**src/rtl/read_latency_stats.sv**
```systemverilog
// Latency statistics collector: accumulates min/max/sum/count/errors over a configured
// run of probe samples. Optional histogram enabled by defining LATENCY_HIST_EN.
module read_latency_stats #(
    parameter int unsigned WIDTH      = 32,
    parameter int unsigned HIST_BINS  = 16,
    parameter int unsigned HIST_SHIFT = 2
) (
    input  logic                         clock,
    input  logic                         resetn,
    input  logic [31:0]                  cfg_num_samples,
    input  logic                         cfg_valid,
    output logic                         cfg_ready,
    input  logic [WIDTH-1:0]             in_latency,
    input  logic                         in_valid,
    output logic                         in_ready,
    output logic [WIDTH-1:0]             out_min,
    output logic [WIDTH-1:0]             out_max,
    output logic [63:0]                  out_sum,
    output logic [31:0]                  out_count,
    output logic [31:0]                  out_errors,
    output logic                         out_valid,
`ifdef LATENCY_HIST_EN
    input  logic [$clog2(HIST_BINS)-1:0] hist_rd_addr,
    output logic [31:0]                  hist_rd_data,
`endif
    input  logic                         out_ready
);

`ifdef LATENCY_HIST_EN
    typedef enum logic [1:0] {StIdle, StClear, StCollect, StDone} state_e;
`else
    typedef enum logic [1:0] {StIdle, StCollect, StDone} state_e;
`endif

    state_e            state_q, state_d;
    logic [31:0]       num_q;
    logic [WIDTH-1:0]  min_q, max_q;
    logic [63:0]       sum_q;
    logic [31:0]       count_q, errors_q;
    logic              seen_q;
    logic              cfg_fire, in_fire, last_sample;

    assign cfg_ready   = (state_q == StIdle);
    assign in_ready    = (state_q == StCollect);
    assign out_valid   = (state_q == StDone);
    assign cfg_fire    = cfg_valid & cfg_ready;
    assign in_fire     = in_valid & in_ready;
    assign last_sample = ((count_q + 32'd1) == num_q);

    // min_q idles at all-ones until a nonzero sample arrives; seen_q masks it.
    assign out_min    = seen_q ? min_q : '0;
    assign out_max    = max_q;
    assign out_sum    = sum_q;
    assign out_count  = count_q;
    assign out_errors = errors_q;

`ifdef LATENCY_HIST_EN
    localparam int unsigned BinW = $clog2(HIST_BINS);
    localparam logic [BinW-1:0] LastBin = BinW'(HIST_BINS - 1);

    logic [31:0]      hist_q [HIST_BINS];
    logic [BinW-1:0]  clr_idx_q;
    logic [WIDTH-1:0] shifted;
    logic [BinW-1:0]  bin;
    logic [31:0]      hist_rd_data_q;

    assign shifted      = in_latency >> HIST_SHIFT;
    assign bin          = (shifted > WIDTH'(HIST_BINS - 1)) ? LastBin : shifted[BinW-1:0];
    assign hist_rd_data = hist_rd_data_q;

    always_ff @(posedge clock or negedge resetn) begin
        if (!resetn) begin
            for (int i = 0; i < int'(HIST_BINS); i++) begin
                hist_q[i] <= '0;
            end
            clr_idx_q      <= '0;
            hist_rd_data_q <= '0;
        end else begin
            hist_rd_data_q <= hist_q[hist_rd_addr];
            if (cfg_fire) begin
                clr_idx_q <= '0;
            end else if (state_q == StClear) begin
                hist_q[clr_idx_q] <= '0;
                clr_idx_q         <= clr_idx_q + 1'b1;
            end else if (in_fire && (in_latency != '0) && (hist_q[bin] != 32'hFFFF_FFFF)) begin
                hist_q[bin] <= hist_q[bin] + 32'd1;
            end
        end
    end
`endif

    always_comb begin
        state_d = state_q;
        unique case (state_q)
            StIdle: begin
                if (cfg_valid) begin
`ifdef LATENCY_HIST_EN
                    state_d = StClear;
`else
                    state_d = (cfg_num_samples == 32'd0) ? StDone : StCollect;
`endif
                end
            end
`ifdef LATENCY_HIST_EN
            StClear: begin
                if (clr_idx_q == LastBin) begin
                    state_d = (num_q == 32'd0) ? StDone : StCollect;
                end
            end
`endif
            StCollect: begin
                if (in_valid && last_sample) begin
                    state_d = StDone;
                end
            end
            StDone: begin
                if (out_ready) begin
                    state_d = StIdle;
                end
            end
            default: state_d = StIdle;
        endcase
    end

    always_ff @(posedge clock or negedge resetn) begin
        if (!resetn) begin
            state_q <= StIdle;
        end else begin
            state_q <= state_d;
        end
    end

    always_ff @(posedge clock or negedge resetn) begin
        if (!resetn) begin
            num_q    <= '0;
            min_q    <= '0;
            max_q    <= '0;
            sum_q    <= '0;
            count_q  <= '0;
            errors_q <= '0;
            seen_q   <= 1'b0;
        end else if (cfg_fire) begin
            num_q    <= cfg_num_samples;
            min_q    <= '1;
            max_q    <= '0;
            sum_q    <= '0;
            count_q  <= '0;
            errors_q <= '0;
            seen_q   <= 1'b0;
        end else if (in_fire) begin
            count_q <= count_q + 32'd1;
            if (in_latency == '0) begin
                errors_q <= errors_q + 32'd1;
            end else begin
                seen_q <= 1'b1;
                sum_q  <= sum_q + 64'(in_latency);
                if (in_latency < min_q) begin
                    min_q <= in_latency;
                end
                if (in_latency > max_q) begin
                    max_q <= in_latency;
                end
            end
        end
    end

endmodule

```
**config.mk**
```make
export PLATFORM = sky130hd
export DESIGN_NAME = read_latency_stats
export DESIGN_NICKNAME = d
export VERILOG_FILES = /design/src/rtl/read_latency_stats.sv
export SDC_FILE = /design/constraint.sdc
export NUM_CORES = 1
export LEC_CHECK = 0
export BUFFER_PORTS_ARGS = -buffer_cell sky130_fd_sc_hd__buf_2
export CAP_MARGIN = 20
export CORE_ASPECT_RATIO = 2
export CORE_MARGIN = 1.5
export CORE_UTILIZATION = 55
export DETAILED_ROUTE_END_ITERATION = 6
export GPL_TIMING_DRIVEN = 1
export HOLD_SLACK_MARGIN = 0.06
export PLACE_DENSITY = 0.84
export SLEW_MARGIN = 30
export SYNTH_ARGS = -nofsm -noshare
export SYNTH_HDL_FRONTEND = slang
export SYNTH_SLANG_ARGS = --single-unit
```
**constraint.sdc**
```tcl
create_clock -name clock -period 4.2 [get_ports clock]
set_input_delay 0.21 -clock clock [delete_from_list [all_inputs] [get_ports clock]]
set_output_delay 0.21 -clock clock [all_outputs]
set_load 0.02 [all_outputs]
```
==> metrics.txt, run 1 <==
status=finished, final reports clean; crit path kind=in -> reg; Starting Density=0.561; Synth area leaders=dfrtp_1 (39%), ha_1 (8.4%), nand2_1 (6.2%); initial antenna violation count=0; Hold Crit Depth=3; I/O Buffers=263; commonest non-fill, non-tap cells in the layout=buf_2 (262), nand2_1 (234), dfrtp_1 (227), nor2_1 (133), o21ai_0 (108); Die Span Y=232 um; area taken by multi-input logic gates=0.00808 mm^2; Setup Total Neg Slack=0 ns; die area=0.0272 mm^2; CP Max Fanout=12; drt wl/cell=20.4 um; Final WS setup=0.598 ns; storage element area=0.00568 mm^2; maximum clock frequency=278 MHz; # placed instances=2193; CP max-delay cell=a2111oi_0; 1st-iter DRT viols=1007; compound-gate portion of the synthesized area=0.140; Synth Cell Area=0.0144 mm^2; period utilization=0.858; Post-synth EDFFs=0; GPL Wtd Cong=1.05; Placement Cell Area=0.0160 mm^2; Leak=8.72 nW; Max VDD drop=478 uV; R2R Setup Slk=0.61 ns; antenna-violating nets left=0; CP Cell Sequence=dlygate4sd3_1 -> buf_2 -> ha_1 -> a21oi_1 -> o21a_1 -> nor2_1 -> a2111oi_0 -> buf_4 -> a211oi_1 -> o31ai_1 -> buf_4 -> and2_1 -> or4_1 -> a21oi_1; Top Ports=264; # resized after CTS=0; Num CTS Buffers=22; FF-to-FF End=out_sum[59]; RR Startpoint=out_sum[20]; root buf cell=clkbuf_16; Worst EP required=4.58 ns; Vias=13900; Hold Buf Count CTS=60; Die Wd=117 um; first-pass GRT wire length=73800 um; yosys warns=0; Slew @ Worst Pin=1.00 ns; drt first pass iters=5; synthesized instance count=1645; Finished Layout Cells=2292; Crit. End Element=flip-flop; Post-CTS Setup Bufs=0; worst min path class=in -> reg; largest net degree at the start of global routing=110; R2R depth=12; Slew HR=0.331; critical path arrival=3.98 ns; most common cell after layout, fill and taps aside=buf_2; vias in the first global route=14000; # clock sinks=227; Seq/Total Area, Yosys=0.395; fin util=0.679; post-synthesis adder-cell area fraction=0.0858; Min-Delay Endpoint=min_q[29]; synthesized area per cell=8.74 um^2; cell taking the most area after synthesis=dfrtp_1; clk buf depth=3; Remaining DRCs=0; XOR/XNOR Fraction of Synth Area=0.0749; startpoint types=primary input; CTS tree=yes; top_reg_cell synth=dfrtp_1; MaxCap Viol Count=0; syn_nets=1812; slowest stage delay, CP=0.69 ns; fraction of synthesized area in multiplexers=0.0478; Power per Cell Area=604 mW/mm^2; final hold vios=0; simple-gate area share of the yosys netlist=0.211; clock transition at the registers of the reported paths=0.07 ns; Final setup viols=0; largest family of logic cells by synthesized area=simple AND/OR/NAND/NOR gates; Synth Register Bits=227; unrepaired setup endpoints after global routing=false; Synth cell types=60; drt total wl=46700 um; Final Cell Area=0.0174 mm^2; Async SR Flop Fraction=1.00; # rows=83; vias per cell=6.07; fin crit period=3.60 ns; share of cells above drive strength 1=0.192; Slew Viols, Final=0; Tot GR Track Use=0.339; fillcell total=2048; worst-skew pair later-pin latency=0.54 ns; CTS H-Tree Depth=1; core box area=0.0257 mm^2; hold_sp=in_latency[29]; total gr overflow=0; Clock Skews=0.0184 ns; area delta synth->final=21.2%; Yosys top cell area share=0.395; NumNets Final=2104; dpl hpwl=33600 um; worst slack at placement=0.785 ns; Ant. Diodes=0
[power breakdown]
group	leakage, nW	internal, mW	total (mW)	switching, mW
Combinational	5.43	1.99	5.07	3.08
Clock	0.385	1.27	2.19	0.920
Sequential	2.91	2.78	3.28	0.500
[final cells by class]
cell class / instances / share of cell area
flip-flops and latches: 227 / 0.326
multi-input cells: 1247 / 0.463
clock buffers: 26 / 0.0342
clock inverters: 13 / 0.0109
repair buffers: 346 / 0.121
inverters: 93 / 0.0200
well taps: 340 / 0.0244
[synthesized netlist by cell type, types with 3 or more instances]
cell type,count
mux2i_1,35
a2111oi_0,11
nand3_1,70
and2_1,37
o41ai_1,5
and3_1,18
buf_2,8
nor2b_1,9
o2111ai_1,4
nor4_1,25
or4_1,9
and4_1,16
a21o_1,26
xnor2_1,67
a21oi_1,87
a211oi_1,12
dfrtp_1,227
a31o_2,3
nand2b_1,6
nor3_1,13
nor2_1,133
o21ai_0,109
clkbuf_1,69
a2111oi_2,3
or2_2,3
xor2_1,56
mux2_2,30
ha_1,97
nand2_1,236
a22o_1,3
o21a_1,5
nand4_1,38
o31ai_1,13
o211ai_1,10
or3_1,10
a31oi_1,14
inv_1,93
o21bai_1,6
a211o_1,3
[through the flow]
stage                     power, mW  hold slack, ns
after CTS                      10.5          0.0606
after floorplan                6.61         -0.0856
after global placement         8.06           0.336
after global routing           11.2          0.0798
final                          10.5          0.0800
after detailed placement       8.23           0.341
[layer usage]
layer / routed length [um] / vias up / GRT usage / part of all wire
met5: 0 / - / 0 / 0
met4: 3940 / 0 / 0.253 / 0.084
met3: 2560 / 223 / 0.0469 / 0.055
met2: 24000 / 620 / 0.613 / 0.51
met1: 16200 / 6724 / 0.356 / 0.35
li1: - / 6354 / - / -
[worst max-delay path, delay by kind of cell]
family                   cells  cell delay (ns)
AND/OR/NAND/NOR              3             0.62
AO/OA/AOI/OAI                6             1.54
buffers and inverters        4             1.18
adder cells (fa/ha/maj)      1             0.41
[state kept, by name, indices dropped and copies added, names as in the netlist]
register    count
out_sum        64
min_q          32
num_q          32
out_count      32
out_errors     32
out_max        32
state_q         2
seen_q          1
[worst max path at each step]
stage / slack, ns / to / from / cells after the start
floorplan: 1.12 / out_sum[49] / out_sum[20] / 12
global placement: 0.87 / out_sum[55] / in_latency[20] / 13
detailed placement: 0.79 / out_sum[59] / in_latency[20] / 13
CTS: 0.79 / out_sum[59] / out_sum[20] / 12
global route: 0.47 / out_sum[55] / in_latency[20] / 14
finish: 0.60 / out_sum[59] / in_latency[20] / 14
[logic make-up after synthesis]
kind of cell / Yosys count
xor+xnor: 123
mux: 65
buf+inv: 171
fa+ha+maj: 98
simple gates: 635
compound gates: 326
flops: 227
(Power assumes the default switching activity.)
==> run 2: changes to the inputs <==
--- a/config.mk
+++ b/config.mk
@@ -10,10 +10,12 @@
 export CORE_ASPECT_RATIO = 2
 export CORE_MARGIN = 1.5
 export CORE_UTILIZATION = 55
+export CTS_BUF_LIST = sky130_fd_sc_hd__clkbuf_16
 export DETAILED_ROUTE_END_ITERATION = 6
 export GPL_TIMING_DRIVEN = 1
 export HOLD_SLACK_MARGIN = 0.06
 export PLACE_DENSITY = 0.84
+export SKIP_LAST_GASP = 1
 export SLEW_MARGIN = 30
 export SYNTH_ARGS = -nofsm -noshare
 export SYNTH_HDL_FRONTEND = slang
==> metrics.txt, run 2 (synthesized netlist as in run 1, its figures left out) <==
first-pass GRT wire length=73600 um; # resized after CTS=0; I/O Buffers=263; Critical path buffers and inverters=4; Power per Cell Area=601 mW/mm^2; most common cell after layout, fill and taps aside=buf_2; worst min path class=in -> reg; vias in the first global route=14000; Die Wd=117 um; worst-skew pair later-pin latency=0.54 ns; RR Startpoint=out_sum[20]; FF-to-FF End=out_sum[59]; drt wl/cell=20.3 um; Finished Layout Cells=2293; MaxCap Viol Count=0; Top Ports=264; Vias=13900; CTS H-Tree Depth=1; final hold vios=0; R2R depth=12; Worst EP required=4.58 ns; Min-Delay Endpoint=min_q[29]; Remaining DRCs=0; GPL Wtd Cong=1.05; status=finished, final reports clean; NumNets Final=2105; die area=0.0272 mm^2; fin crit period=3.54 ns; startpoint types=primary input; Hold Crit Depth=3; Power, Total=10.5 mW; share of cells above drive strength 1=0.190; clk buf depth=3; Post-CTS Setup Bufs=0; # rows=83; CTS tree=yes; Crit. End Element=flip-flop; critical path arrival=3.92 ns; core box area=0.0257 mm^2; max reg flops=64; dpl hpwl=33600 um; CP Cell Sequence=dlygate4sd3_1 -> buf_2 -> ha_1 -> a21oi_1 -> o21a_1 -> nor2_1 -> a2111oi_0 -> buf_4 -> a211oi_1 -> o31ai_1 -> buf_4 -> and2_1 -> or4_1 -> a21oi_1; 1st-iter DRT viols=966; # clock sinks=227; CP max-delay cell=a2111oi_0; drt first pass iters=5; fillcell total=2042; Die Span Y=232 um; Crit path max-delay family=compound AO/OA/AOI/OAI gates; drt total wl=46500 um; commonest non-fill, non-tap cells in the layout=buf_2 (262), nand2_1 (234), dfrtp_1 (227), nor2_1 (133), o21ai_0 (108); Final setup viols=0; maximum clock frequency=282 MHz; crit path kind=in -> reg; period utilization=0.844; R2R Setup Slk=0.67 ns; Leak=8.72 nW; # placed instances=2193; unrepaired setup endpoints after global routing=false; slowest stage delay, CP=0.66 ns; Slew HR=0.348; Slew @ Worst Pin=0.978 ns; total gr overflow=0; Ant. Diodes=0; clock transition at the registers of the reported paths=0.07 ns; Starting Density=0.561; Tot GR Track Use=0.338; initial antenna violation count=0; area delta synth->final=21.2%; Num CTS Buffers=22; largest net degree at the start of global routing=110; vias per cell=6.08; Clock Skews=0.0191 ns; Max VDD drop=477 uV; Slew Viols, Final=0; root buf cell=clkbuf_16; Critical Path Source=in_latency[20]; antenna-violating nets left=0; CP Max Fanout=12; Hold Buf Count CTS=60; Setup Total Neg Slack=0 ns; hold_sp=in_latency[29]
==> run 2: how the worst max path moves through the flow <==
stage | end | depth (start not counted)
final | out_sum[59] | 14
after global routing | out_sum[55] | 14
after CTS | out_sum[59] | 12
after detailed placement | out_sum[59] | 13
after global placement | out_sum[55] | 13
after floorplan | out_sum[49] | 12
==> run 2: layer usage <==
layer / global-route usage / vias to the layer above / part of all wire
li1: - / 6364 / -
met3: 0.0476 / 237 / 0.055
met1: 0.354 / 6709 / 0.34
met4: 0.258 / 0 / 0.088
met2: 0.610 / 631 / 0.51
met5: 0 / - / 0
==> run 2: metrics by stage <==
| step | area (um^2) | hold slack [ns] | setup WS [ns] | util |
|---|---|---|---|---|
| 2_1_floorplan | 14400 | -0.0856 | 1.12 | - |
| 4_1_cts | 17400 | 0.0606 | 0.786 | 0.678 |
| 5_1_grt | 17400 | 0.0798 | 0.469 | 0.679 |
| 6_report | 17400 | 0.0654 | 0.657 | 0.679 |
| 3_3_place_gp | 16000 | 0.336 | 0.873 | 0.625 |
| 3_5_place_dp | 16000 | 0.341 | 0.785 | 0.625 |
==> run 2: layout make-up <==
type | instances | area (um^2) | share of cell area
multi-input combinational | 1247 | 8080 | 0.463
sequential | 227 | 5680 | 0.326
timing repair buffer | 347 | 2140 | 0.123
clock buffer | 22 | 551 | 0.0316
tap | 340 | 425 | 0.0244
inverter | 93 | 349 | 0.0200
clock inverter | 17 | 205 | 0.0118
==> run 2: power by group <==
group | total [mW] | switching [mW] | leakage [nW] | internal [mW]
sequential | 3.28 | 0.499 | 2.91 | 2.78
clock | 2.13 | 0.918 | 0.373 | 1.21
combinational | 5.07 | 3.08 | 5.44 | 1.99
total | 10.5 | 4.50 | 8.72 | 5.98
==> run 2: tightest hold or removal path, stage by stage <==
cell,delay (ns)
buf_2,0.19
mux2i_1,0.10
nand2_1,0.07
